[config.mk]
export PLATFORM = sky130hd
export DESIGN_NAME = multiplier16t_r4
export DESIGN_NICKNAME = d
export VERILOG_FILES = /design/src/rtl/mul_pkg.sv /design/src/rtl/booth_r4_sel.sv /design/src/rtl/multiplier16t_r4.sv
export SDC_FILE = /design/constraint.sdc
export NUM_CORES = 1
export LEC_CHECK = 0
export CAP_MARGIN = 20
export CELL_PAD_IN_SITES_DETAIL_PLACEMENT = 2
export CELL_PAD_IN_SITES_GLOBAL_PLACEMENT = 2
export CORE_ASPECT_RATIO = 2
export CORE_MARGIN = 1.5
export CORE_UTILIZATION = 34
export DETAILED_ROUTE_END_ITERATION = 16
export PLACE_DENSITY = 0.95
export SLEW_MARGIN = 15
export SYNTH_ARGS = -nofsm -noshare
export SYNTH_HDL_FRONTEND = slang
export SYNTH_SLANG_ARGS = --single-unit
[constraint.sdc]
create_clock -name clk -period 12.2 [get_ports clk]
set_clock_uncertainty 0.15 [all_clocks]
set_input_delay 1.83 -clock clk [delete_from_list [all_inputs] [get_ports clk]]
set_output_delay 1.83 -clock clk [all_outputs]
set_load 0.05 [all_outputs]
[src/rtl/mul_pkg.sv]
// mul_pkg: shared definitions for the radix-4 Booth multiplier.
//   - FSM state encoding (IDLE/BUSY/END)
//   - operand, extended-operand and iteration-count widths
//   - Booth digit encoding and the window-to-digit decode helper
package mul_pkg;

  localparam int kMulOpWidth  = 32;
  localparam int kMulExtWidth = 34;
  localparam int kMulIters    = 17;

  // acc carries two guard bits above the 34-bit extended operand so that
  // adding or subtracting 2A can never overflow.
  localparam int kMulAccWidth = kMulExtWidth + 2;
  // {acc, mplr, lookahead}
  localparam int kMulDpWidth  = kMulAccWidth + kMulExtWidth + 1;
  localparam int kMulCntWidth = 5;

  typedef enum logic [1:0] {
    ST_IDLE = 2'd0,
    ST_BUSY = 2'd1,
    ST_END  = 2'd2
  } mul_state_t;

  typedef enum logic [2:0] {
    BOOTH_ZERO = 3'd0,
    BOOTH_POS1 = 3'd1,
    BOOTH_POS2 = 3'd2,
    BOOTH_NEG1 = 3'd3,
    BOOTH_NEG2 = 3'd4
  } booth_digit_t;

  // Window is {b[2i+1], b[2i], b[2i-1]}.
  function automatic booth_digit_t booth_decode(input logic [2:0] win);
    booth_digit_t d;
    case (win)
      3'b001, 3'b010: d = BOOTH_POS1;
      3'b011:         d = BOOTH_POS2;
      3'b100:         d = BOOTH_NEG2;
      3'b101, 3'b110: d = BOOTH_NEG1;
      default:        d = BOOTH_ZERO;
    endcase
    return d;
  endfunction

endpackage

[src/rtl/booth_r4_sel.sv]
// booth_r4_sel: combinational radix-4 Booth partial-product selector.
// Ports:
//   i_win     in  3   Booth window {mplr[1:0], lookahead}
//   i_mcand   in  36  extended multiplicand
//   o_addend  out 36  magnitude to add: 0, A or 2A
//   o_sub     out 1   1 = subtract o_addend from the accumulator
module booth_r4_sel
  import mul_pkg::*;
(
  input  logic [2:0]              i_win,
  input  logic [kMulAccWidth-1:0] i_mcand,
  output logic [kMulAccWidth-1:0] o_addend,
  output logic                    o_sub
);

  booth_digit_t w_digit;

  always_comb begin
    w_digit  = booth_decode(i_win);
    o_addend = '0;
    o_sub    = 1'b0;
    case (w_digit)
      BOOTH_POS1: o_addend = i_mcand;
      BOOTH_POS2: o_addend = {i_mcand[kMulAccWidth-2:0], 1'b0};
      BOOTH_NEG1: begin
        o_addend = i_mcand;
        o_sub    = 1'b1;
      end
      BOOTH_NEG2: begin
        o_addend = {i_mcand[kMulAccWidth-2:0], 1'b0};
        o_sub    = 1'b1;
      end
      default: o_addend = '0;
    endcase
  end

endmodule

[src/rtl/multiplier16t_r4.sv]
// multiplier16t_r4: iterative 32x32->64 radix-4 Booth multiplier with a
// start/done handshake (MULT / MULTU).
// Ports:
//   clk        in  1   clock, rising edge
//   rst        in  1   synchronous active-high reset
//   en         in  1   start request, sampled in IDLE only
//   signed_op  in  1   1 = two's-complement operands, sampled with en
//   op_a       in  32  multiplicand, sampled with en
//   op_b       in  32  multiplier (Booth-recoded), sampled with en
//   result_hi  out 32  product[63:32]
//   result_lo  out 32  product[31:0]
//   busy       out 1   high from the accept edge until the return to IDLE
//   done       out 1   one-cycle completion pulse
// Build option: MUL_EARLY_OUT_EN ends the iteration as soon as the
// remaining Booth digits are all zero.
//
// state | meaning
// IDLE  | waiting for en; drops done
// BUSY  | one Booth digit per cycle (counter 0..16)
// END   | publish product, pulse done, drop busy
module multiplier16t_r4
  import mul_pkg::*;
(
  input  logic                   clk,
  input  logic                   rst,
  input  logic                   en,
  input  logic                   signed_op,
  input  logic [kMulOpWidth-1:0] op_a,
  input  logic [kMulOpWidth-1:0] op_b,
  output logic [kMulOpWidth-1:0] result_hi,
  output logic [kMulOpWidth-1:0] result_lo,
  output logic                   busy,
  output logic                   done
);

  mul_state_t                r_state;
  logic [kMulCntWidth-1:0]   r_cnt;
  logic [kMulAccWidth-1:0]   r_mcand;
  logic [kMulAccWidth-1:0]   r_acc;
  logic [kMulExtWidth-1:0]   r_mplr;
  logic                      r_la;

  logic [kMulAccWidth-1:0]   w_addend;
  logic                      w_sub;
  logic [kMulAccWidth-1:0]   w_sum;
  logic [kMulDpWidth-1:0]    w_dp_sum;
  logic [kMulDpWidth-1:0]    w_dp_next;
  logic [kMulDpWidth-1:0]    w_dp_load;
  logic                      w_last;
  logic                      w_go_end;

  booth_r4_sel u_sel (
    .i_win    ({r_mplr[1:0], r_la}),
    .i_mcand  (r_mcand),
    .o_addend (w_addend),
    .o_sub    (w_sub)
  );

  assign w_sum     = w_sub ? (r_acc - w_addend) : (r_acc + w_addend);
  assign w_dp_sum  = {w_sum, r_mplr, r_la};
  // Arithmetic shift right by one digit; acc sign fills the top.
  assign w_dp_next = {{2{w_sum[kMulAccWidth-1]}}, w_dp_sum[kMulDpWidth-1:2]};
  assign w_last    = (r_cnt == kMulCntWidth'(kMulIters - 1));

`ifdef MUL_EARLY_OUT_EN
  logic [kMulCntWidth-1:0] w_iters_done;
  logic [5:0]              w_used_bits;
  logic [5:0]              w_rem_bits;
  logic [kMulExtWidth:0]   w_tail;
  logic [kMulExtWidth:0]   w_mask;
  logic                    w_tail_uniform;

  // After j digits the unconsumed multiplier bits plus the lookahead sit in
  // the low (35 - 2j) bits of {mplr, la}. If they all agree, every remaining
  // digit decodes to zero, so the rest of the run is pure shifting and can be
  // collapsed into one barrel shift.
  assign w_iters_done   = r_cnt + kMulCntWidth'(1);
  assign w_used_bits    = {w_iters_done, 1'b0};
  assign w_rem_bits     = 6'(2 * kMulIters) - w_used_bits;
  assign w_tail         = w_dp_next[kMulExtWidth:0];
  assign w_mask         = {(kMulExtWidth + 1){1'b1}} >> w_used_bits;
  assign w_tail_uniform = ((w_tail & w_mask) == '0) || ((w_tail & w_mask) == w_mask);
  assign w_go_end       = w_last || w_tail_uniform;
  assign w_dp_load      = $signed(w_dp_next) >>> w_rem_bits;
`else
  assign w_go_end  = w_last;
  assign w_dp_load = w_dp_next;
`endif

  always_ff @(posedge clk) begin
    if (rst) begin
      r_state   <= ST_IDLE;
      r_cnt     <= '0;
      r_mcand   <= '0;
      r_acc     <= '0;
      r_mplr    <= '0;
      r_la      <= 1'b0;
      result_hi <= '0;
      result_lo <= '0;
      busy      <= 1'b0;
      done      <= 1'b0;
    end else begin
      case (r_state)
        ST_IDLE: begin
          done <= 1'b0;
          if (en) begin
            r_mcand <= {{(kMulAccWidth - kMulOpWidth){signed_op & op_a[kMulOpWidth-1]}}, op_a};
            r_mplr  <= {{(kMulExtWidth - kMulOpWidth){signed_op & op_b[kMulOpWidth-1]}}, op_b};
            r_acc   <= '0;
            r_la    <= 1'b0;
            r_cnt   <= '0;
            busy    <= 1'b1;
            r_state <= ST_BUSY;
          end
        end
        ST_BUSY: begin
          {r_acc, r_mplr, r_la} <= w_dp_load;
          r_cnt <= r_cnt + kMulCntWidth'(1);
          if (w_go_end) r_state <= ST_END;
        end
        ST_END: begin
          // {acc, mplr} holds the 68-bit product; keep the low 64 bits.
          result_hi <= {r_acc[kMulOpWidth-3:0], r_mplr[kMulExtWidth-1:kMulOpWidth]};
          result_lo <= r_mplr[kMulOpWidth-1:0];
          done      <= 1'b1;
          busy      <= 1'b0;
          r_state   <= ST_IDLE;
        end
        default: r_state <= ST_IDLE;
      endcase
    end
  end

endmodule

* Yosys cells after proc, flatten, opt, wreduce, memory -nomap -nowiden
Index checks and enable logic that the tools add are counted.
** Word-level totals
- Word-level logic and storage cells :: 60
- Input port bits :: 68
- Output and inout port bits :: 66
- Register bits after elaboration :: 177
** Operators by class
- Reduce and logical (&&, ||, !) cells :: 12
- Multiplexer cells :: 18
- Add/sub/neg operators :: 3
- Equal/unequal tests :: 15
- Bitwise logic cells :: 2
** Operator list (number)
- case mux 36 bit (2 select lines) :: 2
- 2-to-1 mux 36 bit :: 2
- case mux 34 bit (2 select lines) :: 1
- adder 36 bit :: 1
- subtractor 36 bit :: 1
- 2-to-1 mux 34 bit :: 1
- equality test 3 x 2 -> 1 bit, second input constant :: 4
- equality test 3 bit, second input constant :: 4
- case mux 3 bit (4 select lines) :: 1
- case mux 5 bit (2 select lines) :: 1
- OR reduction 2 bit :: 5
- AND reduction 2 bit :: 4
- equality test 3 x 1 -> 1 bit, second input constant :: 2
- case mux 1 bit (2 select lines) :: 3
- adder 5 x 1 -> 5 bit, second input constant :: 1
- equality test 5 bit, second input constant :: 1
- 2-to-1 mux 5 bit :: 1
- 2-to-1 mux 2 bit :: 2
- inequality test 2 bit, second input constant :: 2
- case mux 2 bit (2 select lines) :: 1
- nonzero test 2 bit :: 2
- 2-to-1 mux 1 bit :: 3
- bitwise AND 1 bit :: 2
- equality test 2 x 1 -> 1 bit, second input constant :: 1
- other kinds (2) :: 2

* Depth between registers and ports, before layout
- Depth after elaboration :: 9
- Gate-level depth with buffers :: 26
- Mapped depth without buffers :: 23

* By module
Synthesis repeated with hierarchy kept, for this count alone.
** Unflattened totals
- Cells, all modules :: 1405
- Area total of the unflattened synthesis :: 10368.7 um2
** By module, submodules not included
- multiplier16t_r4 :: cells an instance 1196, area an instance 8919.8 um2, times used 1, sequential area each 3503.4 um2
- booth_r4_sel :: cells an instance 209, area an instance 1448.9 um2, times used 1, sequential area each 0.0 um2

* Worst setup path before layout
Ideal clock, no wire load.
- Kind :: register to register
- Start point :: register r_mplr[0]
- End point :: register r_acc[23]
- Arrival :: 4.978 ns
- Setup time :: 0.117 ns
- Required time :: 11.933 ns
- Buffers on the path :: 5
- Period minus slack after synthesis :: 5.246 ns
- Path slack :: 6.954 ns
- Cell stages (with the launch flop) :: 24
- Path through :: dfxtp_1 inv_1 ha_1 clkbuf_1 clkbuf_1 clkbuf_1 clkbuf_1 buf_1 nand2_1 ha_1 o211a_1 and4_4 a41oi_1 xor2_1 ha_1 a21oi_1 o211ai_1 a221o_1 nor2_1 a211oi_1 o21ai_0 a31oi_1 or3_1 a32o_1
** On the way
- Longest elaborated chain between the ends :: 9
- Elaborated cells between the ends (all ways) :: 22
- Those cells by class :: add/sub: 2; eq/ne: 10; mux: 5; reduce/logical: 5
** Ends and longest elaborated chain
- from (decl) :: RTL line multiplier16t_r4.sv:40 : logic [kMulExtWidth-1:0] r_mplr;
- from (signal assigned) :: RTL line multiplier16t_r4.sv:108 : r_mplr <= {{(kMulExtWidth - kMulOpWidth){signed_op & op_b[kMulOpWidth-1]}}, op_b};
- from (signal assigned) :: RTL line multiplier16t_r4.sv:117 : {r_acc, r_mplr, r_la} <= w_dp_load;
- equality test 3 bit (tied with other cells) :: RTL line mul_pkg.sv:35 : case (win)
- OR reduction 2 bit :: RTL line mul_pkg.sv:35
- case mux 3 bit (4 select lines) (*) :: RTL line mul_pkg.sv:35
- equality test 3 x 2 -> 1 bit (tied with other cells) :: RTL line booth_r4_sel.sv:22 : case (w_digit)
- OR reduction 2 bit (no line)
- case mux 36 bit (2 select lines) :: RTL line booth_r4_sel.sv:22
- adder 36 bit or subtractor 36 bit (tied branches) :: RTL line multiplier16t_r4.sv:59 : assign w_sum = w_sub ? (r_acc - w_addend) : (r_acc + w_addend);
- 2-to-1 mux 36 bit (*) :: RTL line multiplier16t_r4.sv:59
- case mux 36 bit (2 select lines) (*) :: RTL line multiplier16t_r4.sv:103 : case (r_state)
- to (signal assigned) :: RTL line multiplier16t_r4.sv:117
- to (decl) :: RTL line multiplier16t_r4.sv:39 : logic [kMulAccWidth-1:0] r_acc;
Mark *: on every way between the ends. The rest lies on a longest branch, timed or not.
A chain may end at the register's enable or synchronous reset.

* Worst setup path after layout
- Start point :: register r_mplr[0]
- End point :: register r_acc[32]
The elaborated chain is that of the path after synthesis.

==> results.json <==
{
  "p_leak_nw": 4.34,
  "outcome": "finished clean",
  "grt_pass1_vias": 11700,
  "critPathArrivalTime_ps": 6600,
  "max_freq_ghz": 0.156,
  "drtIter0Drc": 484,
  "cts_max_level": 4,
  "final_area_um2": 11600,
  "viasPerCell": 5.96,
  "start_util_pct": 34.6,
  "grt_use_met3_pct": 4.89,
  "ys.flop_type": "dfxtp_1",
  "power_density_nw_per_um2": 193,
  "grt_pass1_wl_um": 66700,
  "worstReg2RegEnd": "r_acc[32]$_SDFFE_PP0P_",
  "grt_setup_unrepaired": "no",
  "p_switching_w": 0.000984,
  "clockPowerShare_pct": 24.7,
  "yosysWarnings": 0,
  "tightest_slew_ps": 1060,
  "insertion_delay_ps": 490,
  "rows": 86,
  "p_seq_share_pct": 30.7,
  "tritoncts": "done",
  "die_x_um": 121,
  "drv_slew": 0,
  "finalNetCount": 1472,
  "combPwrFrac_pct": 44.6,
  "swShare_pct": 43.9,
  "period_needed_ps": 6420,
  "ys_seq_area_share_pct": 36.9,
  "drive_gt1_share_pct": 4.66,
  "cp-endpoint": "r_acc[32]$_SDFFE_PP0P_",
  "irDropWorstVdd_mv": 0.101,
  "grt_max_degree": 84,
  "drtPass1Iterations": 5,
  "synth_cells": 1278,
  "syn_area_per_cell_um2": 7.42,
  "tns_ps": 0,
  "ys_types": 64,
  "end_kind": "flop",
  "wl_per_cell_um": 25.7,
  "global_route.overflow_total": 0,
  "crit_start": "r_mplr[0]$_SDFFE_PP0P_",
  "gr-usage-met1_pct": 27.3,
  "cts_buffers": 17,
  "finalHoldViolCount": 0,
  "portBuffers": 133,
  "ys_ff_latch": 175,
  "hp-class": "reg2reg",
  "top_usage_layer": "met2",
  "slew_headroom_pct": 29.4,
  "r2r-start": "r_mplr[0]$_SDFFE_PP0P_",
  "synth_edf_count": 0,
  "netlist.area_leader.share_pct": 36.9,
  "area_delta_synth_final_pct": 22.4,
  "cts_buffer_depth": 2,
  "gp_congestion": 0.914,
  "cp-start-kind": "flop",
  "cts_setup_buffers": 0,
  "synth.area.top_cells": "dfxtp_1 (37%), nand2_1 (11%), a21oi_1 (8.6%), nor2_1 (5.7%), ha_1 (5.5%)",
  "syn_area_um2": 9480,
  "synthArstFlopShare_pct": 0,
  "placed_cell_area_um2": 11000,
  "timing.hold.ws_ps": 307,
  "crit_fanout": 35,
  "antenna_found_initial": 3,
  "setup_viol": 0,
  "critPathKind": "reg2reg",
  "root_buffer": "clkbuf_16",
  "drv_cap": 0,
  "reg2reg_setup_slack_ps": 5780,
  "cts.clk_slew.worst_paths_ps": 80,
  "post_cts_resized": 0,
  "drc_errors": 0,
  "detail_route.wirelength_um": 44400,
  "cp.required_ps": 12370,
  "p_total_w": 0.00224,
  "core_um2": 27400,
  "synth_top_area_cell": "dfxtp_1",
  "place_hpwl_um": 29200,
  "die_area_um2": 29000,
  "stdcell_count": 1729,
  "ctsHoldBuffers": 0,
  "ant_nets": 0,
  "syn-num-nets": 1389,
  "post-route-period-util_pct": 52.6,
  "use_met2_pct": 59.0,
  "vias": 10300,
  "dp.cells": 1694,
  "pin_count": 134,
  "rr_worst_depth": 19,
  "fill_cells": 3100,
  "internal-power_w": 0.00126,
  "cts.sinks": 175,
  "track_usage_pct": 30.6,
  "die_y_um": 239
}
==> registers in the layout, indices dropped and copies added (netlist names) <==
register,count
r_acc,34
r_mplr,34
r_mcand,33
result_hi,32
result_lo,32
r_cnt,5
r_state,2
busy,1
done,1
r_la,1
==> power by group through the flow <==
stage | combinational (W) | sequential [W] | clock, W
floorplan | 0.000674 | 0.000666 | 0
global placement | 0.000889 | 0.000692 | 0
detailed placement | 0.000938 | 0.000695 | 0
CTS | 0.000986 | 0.000685 | 0.000562
global route | 0.00107 | 0.000691 | 0.000578
finish | 0.00100 | 0.000689 | 0.000555
==> how the worst min path moves through the flow <==
stage,startpoint,to,depth (start not counted)
floorplan,r_acc[30]$_SDFFE_PP0P_,r_acc[30]$_SDFFE_PP0P_,2
global placement,result_lo[14]$_SDFFE_PP0P_,result_lo[14]$_SDFFE_PP0P_,2
detailed placement,result_hi[26]$_SDFFE_PP0P_,result_hi[26]$_SDFFE_PP0P_,2
CTS,result_hi[26]$_SDFFE_PP0P_,result_hi[26]$_SDFFE_PP0P_,2
global route,result_lo[13]$_SDFFE_PP0P_,result_lo[13]$_SDFFE_PP0P_,2
finish,result_hi[22]$_SDFFE_PP0P_,result_hi[22]$_SDFFE_PP0P_,2
==> placed cells by master (no fill, tap or decap), types with 4 or more instances in the layout <==
cell type / instances
clkinvlp_4: 4
a221oi_1: 5
nor2b_1: 7
nor2_1: 142
nand4_1: 8
o21a_1: 4
clkdlybuf4s50_1: 132
o21ai_0: 52
nand3_1: 29
clkbuf_16: 17
o31ai_1: 7
xor2_1: 30
o21bai_1: 4
inv_8: 4
a211oi_1: 6
a31oi_1: 17
a22oi_1: 23
ha_1: 42
a21o_1: 18
buf_4: 13
and3_1: 5
a22o_1: 5
and2_1: 5
nor3_1: 6
dfxtp_1: 175
nand2_1: 282
inv_1: 22
nor4_1: 31
a21oi_1: 162
nand2b_1: 6
a21boi_0: 8
xnor2_1: 32
==> logic make-up (layout without fill, tap and decap cells) <==
| logic type | Yosys count | after routing | share of synthesized area (%) |
|---|---|---|---|
| muxes | 2 | 2 | 0.264 |
| adders and majority gates | 43 | 43 | 5.75 |
| and+or+nand+nor | 545 | 545 | 24.6 |
| xor gates and xnor gates | 62 | 62 | 5.73 |
| AOI/OAI and AO/OA | 348 | 348 | 22.4 |
| DFF | 175 | 175 | 36.9 |
| other | 0 | 3 | 0 |
| buffers and inverters | 103 | 199 | 4.29 |
==> worst max-delay path: stages (launching register included) <==
cell      delay, ps
dfxtp_1         420
inv_1           150
ha_1            290
or2_2           350
nor2_2          600
buf_4           490
a221oi_1        200
and4_1          310
a31oi_1         280
xor2_1          260
ha_1            350
and3_1          270
and2_0          180
a221oi_1        340
nand3_1         170
a31oi_1         700
o32ai_1         180
a221oi_1        320
xor2_1          170
o21ai_0          90
==> through the flow <==
step	util, %	setup WS [ps]
5_1_grt	42.3	5520
6_report	42.3	5780
2_1_floorplan	-	6950
3_3_place_gp	40.2	6540
3_5_place_dp	40.2	6180
4_1_cts	42.3	5990
==> cell usage after synthesis (all sizes together), types with 9 or more instances <==
master,count
inv,22
nand2,283
nor4,31
nand3,29
o21ai,55
nand4,9
a21o,18
xor2,30
clkbuf,66
a21oi,162
dfxtp,175
a31oi,17
buf,15
a22oi,23
nor2,145
xnor2,32
ha,42
==> area by class of cell <==
class | instances | area, um2 | area share [%]
repair buffers | 145 | 1420 | 12.2
clock buffers | 18 | 439 | 3.78
inverters | 22 | 82.6 | 0.711
well taps | 352 | 440 | 3.79
multi-input cells | 1000 | 5590 | 48.2
clock inverters | 14 | 124 | 1.07
diodes | 3 | 7.51 | 0.0647
flip-flops and latches | 175 | 3500 | 30.2
==> layer usage <==
metal  up-vias  share of wire (%)
met3       199                3.2
li1       4599                  -
met2       354                 56
met4         0                8.1
met5         -                  0
met1      5151                 33
Power figures use the tool's default switching activity.
